==> config.mk <==
export PLATFORM = sky130hd
export DESIGN_NAME = alu_rr_arbiter
export DESIGN_NICKNAME = d
export VERILOG_FILES = /design/src/rtl/alu_arb_pkg.sv /design/src/rtl/alu.sv /design/src/rtl/alu_rr_arbiter_rr_pick.sv /design/src/rtl/alu_rr_arbiter.sv
export SDC_FILE = /design/constraint.sdc
export NUM_CORES = 1
export LEC_CHECK = 0
export ABC_AREA = 1
export ABC_CLOCK_PERIOD_IN_PS = 4720
export CORE_ASPECT_RATIO = 1.1
export CORE_UTILIZATION = 48
export DETAILED_ROUTE_END_ITERATION = 8
export PLACE_DENSITY = 0.83
export SYNTH_ARGS = -nofsm -noshare
export SYNTH_HDL_FRONTEND = slang
export SYNTH_SLANG_ARGS = --single-unit
==> constraint.sdc <==
create_clock -name clk -period 4.72 [get_ports clk]
set_input_delay 0.944 -clock clk [delete_from_list [all_inputs] [get_ports clk]]
set_output_delay 0.944 -clock clk [all_outputs]
set_load 0.05 [all_outputs]
==> src/rtl/alu_arb_pkg.sv <==
// Shared types, flag layout and flag computation for the arbitrated ALU.
package alu_arb_pkg;

    typedef enum logic [2:0] {
        OP_ADD = 3'b000,
        OP_SUB = 3'b001,
        OP_AND = 3'b010,
        OP_OR  = 3'b011,
        OP_XOR = 3'b100
    } alu_op_e;

    localparam int unsigned FLG_ZERO  = 0;
    localparam int unsigned FLG_NEG   = 1;
    localparam int unsigned FLG_CARRY = 2;
    localparam int unsigned FLG_OVF   = 3;

    // Status flags for one ALU operation; carry/ovf only meaningful for add/sub.
    function automatic logic [3:0] alu_flags(input logic [7:0] in0,
                                             input logic [7:0] in1,
                                             input logic [2:0] op,
                                             input logic [7:0] result);
        logic [8:0] sum;
        logic [3:0] f;
        f   = '0;
        sum = {1'b0, in0} + {1'b0, in1};
        f[FLG_ZERO] = (result == '0);
        f[FLG_NEG]  = result[7];
        case (alu_op_e'(op))
            OP_ADD: begin
                f[FLG_CARRY] = sum[8];
                f[FLG_OVF]   = (in0[7] == in1[7]) && (result[7] != in0[7]);
            end
            OP_SUB: begin
                f[FLG_CARRY] = (in0 < in1);
                f[FLG_OVF]   = (in0[7] != in1[7]) && (result[7] != in0[7]);
            end
            default: ;
        endcase
        return f;
    endfunction

endpackage

==> src/rtl/alu.sv <==
// Combinational 8-bit ALU: add, sub, and, or, xor; unused opcodes yield 0.
module alu
    import alu_arb_pkg::*;
(
    input  logic [7:0] a_i,
    input  logic [7:0] b_i,
    input  logic [2:0] op_i,
    output logic [7:0] y_o
);

    // Opcode decode with 8-bit wrap-around arithmetic.
    always_comb begin
        y_o = '0;
        case (alu_op_e'(op_i))
            OP_ADD:  y_o = a_i + b_i;
            OP_SUB:  y_o = a_i - b_i;
            OP_AND:  y_o = a_i & b_i;
            OP_OR:   y_o = a_i | b_i;
            OP_XOR:  y_o = a_i ^ b_i;
            default: y_o = '0;
        endcase
    end

endmodule

==> src/rtl/alu_rr_arbiter_rr_pick.sv <==
// Round-robin pick: first set request at or after ptr_i, wrapping modulo NREQ.
module rr_pick #(
    parameter int unsigned NREQ = 4,
    parameter int unsigned IDW  = 2
) (
    input  logic [NREQ-1:0] req_i,
    input  logic [IDW-1:0]  ptr_i,
    output logic [IDW-1:0]  grant_o,
    output logic            any_o
);

    logic [IDW-1:0] idx;
    logic           found;

    // Walk NREQ positions from the pointer; the first valid one wins.
    always_comb begin
        grant_o = '0;
        found   = 1'b0;
        idx     = ptr_i;
        for (int unsigned k = 0; k < NREQ; k++) begin
            if (!found && req_i[idx]) begin
                grant_o = idx;
                found   = 1'b1;
            end
            idx = (idx == IDW'(NREQ - 1)) ? '0 : idx + 1'b1;
        end
        any_o = found;
    end

endmodule

==> src/rtl/alu_rr_arbiter.sv <==
// Shares one ALU between NREQ requesters via round-robin arbitration and
// registers the result with flags into a single-entry response slot.
module alu_rr_arbiter
    import alu_arb_pkg::*;
#(
    parameter int unsigned NREQ = 4,
    parameter int unsigned IDW  = 2,
    parameter int unsigned CNTW = 16
) (
    input  logic              clk,
    input  logic              rst,
    input  logic [NREQ-1:0]   req_valid,
    output logic [NREQ-1:0]   req_ready,
    input  logic [NREQ*8-1:0] req_in0,
    input  logic [NREQ*8-1:0] req_in1,
    input  logic [NREQ*3-1:0] req_op,
    output logic              rsp_valid,
    input  logic              rsp_ready,
    output logic [IDW-1:0]    rsp_id,
    output logic [7:0]        rsp_out,
    output logic [3:0]        rsp_flags,
    output logic [CNTW-1:0]   op_count
);

    logic [IDW-1:0]  rr_ptr_q, rr_ptr_d;
    logic            rsp_valid_q, rsp_valid_d;
    logic [IDW-1:0]  rsp_id_q, rsp_id_d;
    logic [7:0]      rsp_out_q, rsp_out_d;
    logic [3:0]      rsp_flags_q, rsp_flags_d;
    logic [CNTW-1:0] cnt_q, cnt_d;

    logic [IDW-1:0]  grant;
    logic            any_valid;
    logic            can_load;
    logic            fire;
    logic [7:0]      in0_sel, in1_sel, alu_y;
    logic [2:0]      op_sel;

    rr_pick #(
        .NREQ (NREQ),
        .IDW  (IDW)
    ) u_pick (
        .req_i   (req_valid),
        .ptr_i   (rr_ptr_q),
        .grant_o (grant),
        .any_o   (any_valid)
    );

    alu u_alu (
        .a_i  (in0_sel),
        .b_i  (in1_sel),
        .op_i (op_sel),
        .y_o  (alu_y)
    );

    assign can_load = !rsp_valid_q || rsp_ready;
    assign fire     = any_valid && can_load && !rst;

    // Steer the winner's operands to the ALU and raise its ready bit.
    always_comb begin
        in0_sel   = '0;
        in1_sel   = '0;
        op_sel    = '0;
        req_ready = '0;
        for (int unsigned i = 0; i < NREQ; i++) begin
            if (grant == IDW'(i)) begin
                in0_sel      = req_in0[8*i +: 8];
                in1_sel      = req_in1[8*i +: 8];
                op_sel       = req_op[3*i +: 3];
                req_ready[i] = fire;
            end
        end
    end

    // Response slot: load on fire, drain on handshake, otherwise hold.
    always_comb begin
        rr_ptr_d    = rr_ptr_q;
        rsp_valid_d = rsp_valid_q;
        rsp_id_d    = rsp_id_q;
        rsp_out_d   = rsp_out_q;
        rsp_flags_d = rsp_flags_q;
        cnt_d       = cnt_q;
        if (fire) begin
            rsp_valid_d = 1'b1;
            rsp_id_d    = grant;
            rsp_out_d   = alu_y;
            rsp_flags_d = alu_flags(in0_sel, in1_sel, op_sel, alu_y);
            rr_ptr_d    = (grant == IDW'(NREQ - 1)) ? '0 : grant + 1'b1;
        end else if (rsp_ready) begin
            rsp_valid_d = 1'b0;
        end
        if (rsp_valid_q && rsp_ready && (cnt_q != '1)) begin
            cnt_d = cnt_q + 1'b1;
        end
    end

    // State registers with asynchronous reset.
    always_ff @(posedge clk or posedge rst) begin
        if (rst) begin
            rr_ptr_q    <= '0;
            rsp_valid_q <= 1'b0;
            rsp_id_q    <= '0;
            rsp_out_q   <= '0;
            rsp_flags_q <= '0;
            cnt_q       <= '0;
        end else begin
            rr_ptr_q    <= rr_ptr_d;
            rsp_valid_q <= rsp_valid_d;
            rsp_id_q    <= rsp_id_d;
            rsp_out_q   <= rsp_out_d;
            rsp_flags_q <= rsp_flags_d;
            cnt_q       <= cnt_d;
        end
    end

    assign rsp_valid = rsp_valid_q;
    assign rsp_id    = rsp_id_q;
    assign rsp_out   = rsp_out_q;
    assign rsp_flags = rsp_flags_q;
    assign op_count  = cnt_q;

endmodule

==> flow_summary.toml <==
[drt]
routed-via-count = 4800
route.antenna.remaining_nets = 0
wl_per_cell_um = 15.2
drc_markers = 0
drt_iter0_markers = 353
drt_first_pass_iters = 6
wirelength_mm = 13.5
viasPerCell = 5.40

[global_routing]
grt_first_pass_wirelength_mm = 19.6
grt_pass1_vias = 4445
grt_start_max_net_pins = 33
globalRoute.totalOverflow = 0
grt_antenna_before_repair = 0
grt.total_usage = 0.297

[worst_setup_path]
critPathBufInv = 5
maximum_fanout_encountered_on_the_critical_timing_path = 7
arrival_ns = 4.71
setup.worst_path.start_class = "flip-flop"
critical-path-max-stage-delay_ns = 0.45
critical_path.slowest_cell = "sky130_fd_sc_hd__dfrtp_1"
worst_setup_path_category = "flip-flop to flip-flop"
cpMostUsedCell = "sky130_fd_sc_hd__nand2_1"
worst-endpoint-required_ns = 4.89
cpLargestDelayFamily = "simple AND/OR/NAND/NOR gates"
setup.worst_path.end_class = "flip-flop"

[final_layout]
final_common_cell = "sky130_fd_sc_hd__nand2_1"
most-common-layout-cells = "150 x sky130_fd_sc_hd__nand2_1, 109 x sky130_fd_sc_hd__clkdlybuf4s50_1, 80 x sky130_fd_sc_hd__buf_4, 59 x sky130_fd_sc_hd__inv_1, 56 x sky130_fd_sc_hd__nor2_1"
diodes = 0
post_route_cells_drive_above_1_share = 0.237
num-nets-final = 898
post_synthesis_to_final_layout_area_growth_pct = 60.8

[timing]
setup_violations = 0
fin_crit_sh = 0.962
min_period_ns = 4.54
finalHoldViolations = 0
final.setup_skew_ns = 0.0119
maximum_frequency_from_static_timing_analysis_ghz = 0.220
relSlewSlack = 0.551
post-route-worst-setup-slack_ns = 0.177
report.final.slew_viol_count = 0
setup-tns-final_ns = 0
timing.hold.ws_ns = 0.494
max_slew.worst_pin.slew_ns = 0.673

[place]
pre_cts_slack_ns = -0.464
port_buffers = 117
place_congestion = 1.01
detailed_place_hpwl_mm = 10.1

[worst_hold_path]
holdCritPathClass = "flip-flop to flip-flop"

[yosys]
yosys_warnings = 0
synth_seq_area_share = 0.210
syn-instance-count = 598
summed_instance_area_of_the_synthesized_netlist_mm2 = 0.00380
synth_top_family_by_area = "simple AND/OR/NAND/NOR gates"
post_synth_mux_area_share = 0
syn_area_per_cell_um2 = 6.36
postSynthNetCount = 713
synthSimpleGateAreaFrac = 0.383
synthArstFlopShare = 1.00
synthTopCellsByArea = "sky130_fd_sc_hd__dfrtp_1 21%, sky130_fd_sc_hd__nand2_1 15%, sky130_fd_sc_hd__ha_1 9.9%"
synth-adder-area-share = 0.109
synth_top_area_share = 0.210
leading_area_contributor_after_synthesis = "sky130_fd_sc_hd__dfrtp_1"
synth-main-ff-cell = "sky130_fd_sc_hd__dfrtp_1"
synth_compound_gate_area_share = 0.136
synth-seq-cells = 32
number_of_enable_flip_flop_cells_after_synthesis = 0
post_synth_num_cell_types = 40
xor_and_xnor_area_share_after_synthesis = 0.0437

[floorplanning]
io_pins = 118
die_outline_area_mm2 = 0.00829
row_count = 33
die_width_um = 86.9
floorplan.core_area_mm2 = 0.00756
chip_height_um = 95.4
start_util = 0.504

[clocking]
clk_latency_ns = 0.28
numClockSinks = 32
tritoncts_clock_tree = "built"
htreeDepth = 2
ctsHoldBuffers = 0
cts_inserted_buffers = 5
cts-root-to-sink-buffers = 2
cts.root.buffer_cell = "sky130_fd_sc_hd__clkbuf_8"
path_clk_slew_ns = 0.07

[flow_run]
maximum_capacitance_violations = 0

[outcome]
run_status = "finished, final reports clean"
through the flow:
stage / util / cell area (µm²) / cells
floorplan: - / 3800 / 598
global placement: 0.733 / 5540 / 866
detailed placement: 0.733 / 5540 / 866
CTS: 0.750 / 5670 / 874
global route: 0.810 / 6120 / 889
finish: 0.810 / 6120 / 889
registers in the layout, summed over array words and instances, names as in the netlist:
name and flops:
rsp_id 2, rsp_valid 1, rr_ptr_q 2, rsp_out 7, rsp_flags 4, op_count 16
layout make-up:
type | instances | area [µm²]
sequential | 32 | 801
clock buffer | 5 | 68.8
fill | 501 | 1440
multi-input combinational | 464 | 2870
inverter | 78 | 302
tap | 105 | 131
clock inverter | 3 | 42.5
timing repair buffer | 202 | 1900
path summary, 6_finish.rpt:
check	from	end	slack [ns]	cells past startpoint
hold / removal	rsp_out[2]	rsp_out[2]	0.49	2
hold reg to reg	rsp_out[2]	rsp_out[2]	0.49	2
max in group asynchronous	rst	rsp_out[5]	3.30	3
setup / recovery	rr_ptr_q[0]	rsp_flags[0]	0.18	28
setup reg to reg	rr_ptr_q[0]	rsp_flags[0]	0.18	28
min in group asynchronous	rst	op_count[4]	1.13	3
metal layers:
layer  global-route usage  up-vias  wire, µm
met5                    0        -         0
met2                0.565      234      7010
met4               0.0958        0       461
met1                0.341     2222      5250
met3               0.0355       50       763
li1                     -     2294         -
Yosys cell counts, drive strengths merged, types with 2 or more instances:
cell    count
nand2     161
inv        78
nor2       73
nand3      61
a21oi      36
dfrtp      32
ha         30
o21ai      29
buf        17
nand4      15
xor2       15
o21a       13
a22oi       7
clkbuf      7
nor3        6
xnor2       4
or2         3
fa          2
nand3b      2
o21bai      2
worst register-to-register path, delay by kind of cell (launching register included):
| family | cells | cell delay, ns |
|---|---|---|
| buffers and inverters | 5 | 0.50 |
| and+or+nand+nor | 14 | 1.44 |
| AOI/OAI and AO/OA | 6 | 1.19 |
| adders and majority gates | 3 | 0.85 |
| DFF | 1 | 0.45 |
kinds of logic (layout without fill, tap and decap cells):
family | count (synthesis) | after routing
and+or+nand+nor | 323 | 323
adders and majority gates | 32 | 32
AOI/OAI and AO/OA | 90 | 90
DFF | 32 | 32
xor gates and xnor gates | 19 | 19
buffers and inverters | 102 | 288
repair_timing:
item                       in CTS  in global routing
setup buffers                   0                 14
resized for setup               6                 82
setup endpoints to repair       6                 10
gates cloned                    0                  1
pin swaps                       1                 37
Power is left out: the tool's default activity adds up to more than one toggle a clock period on the data nets, which glitch-free logic cannot reach.
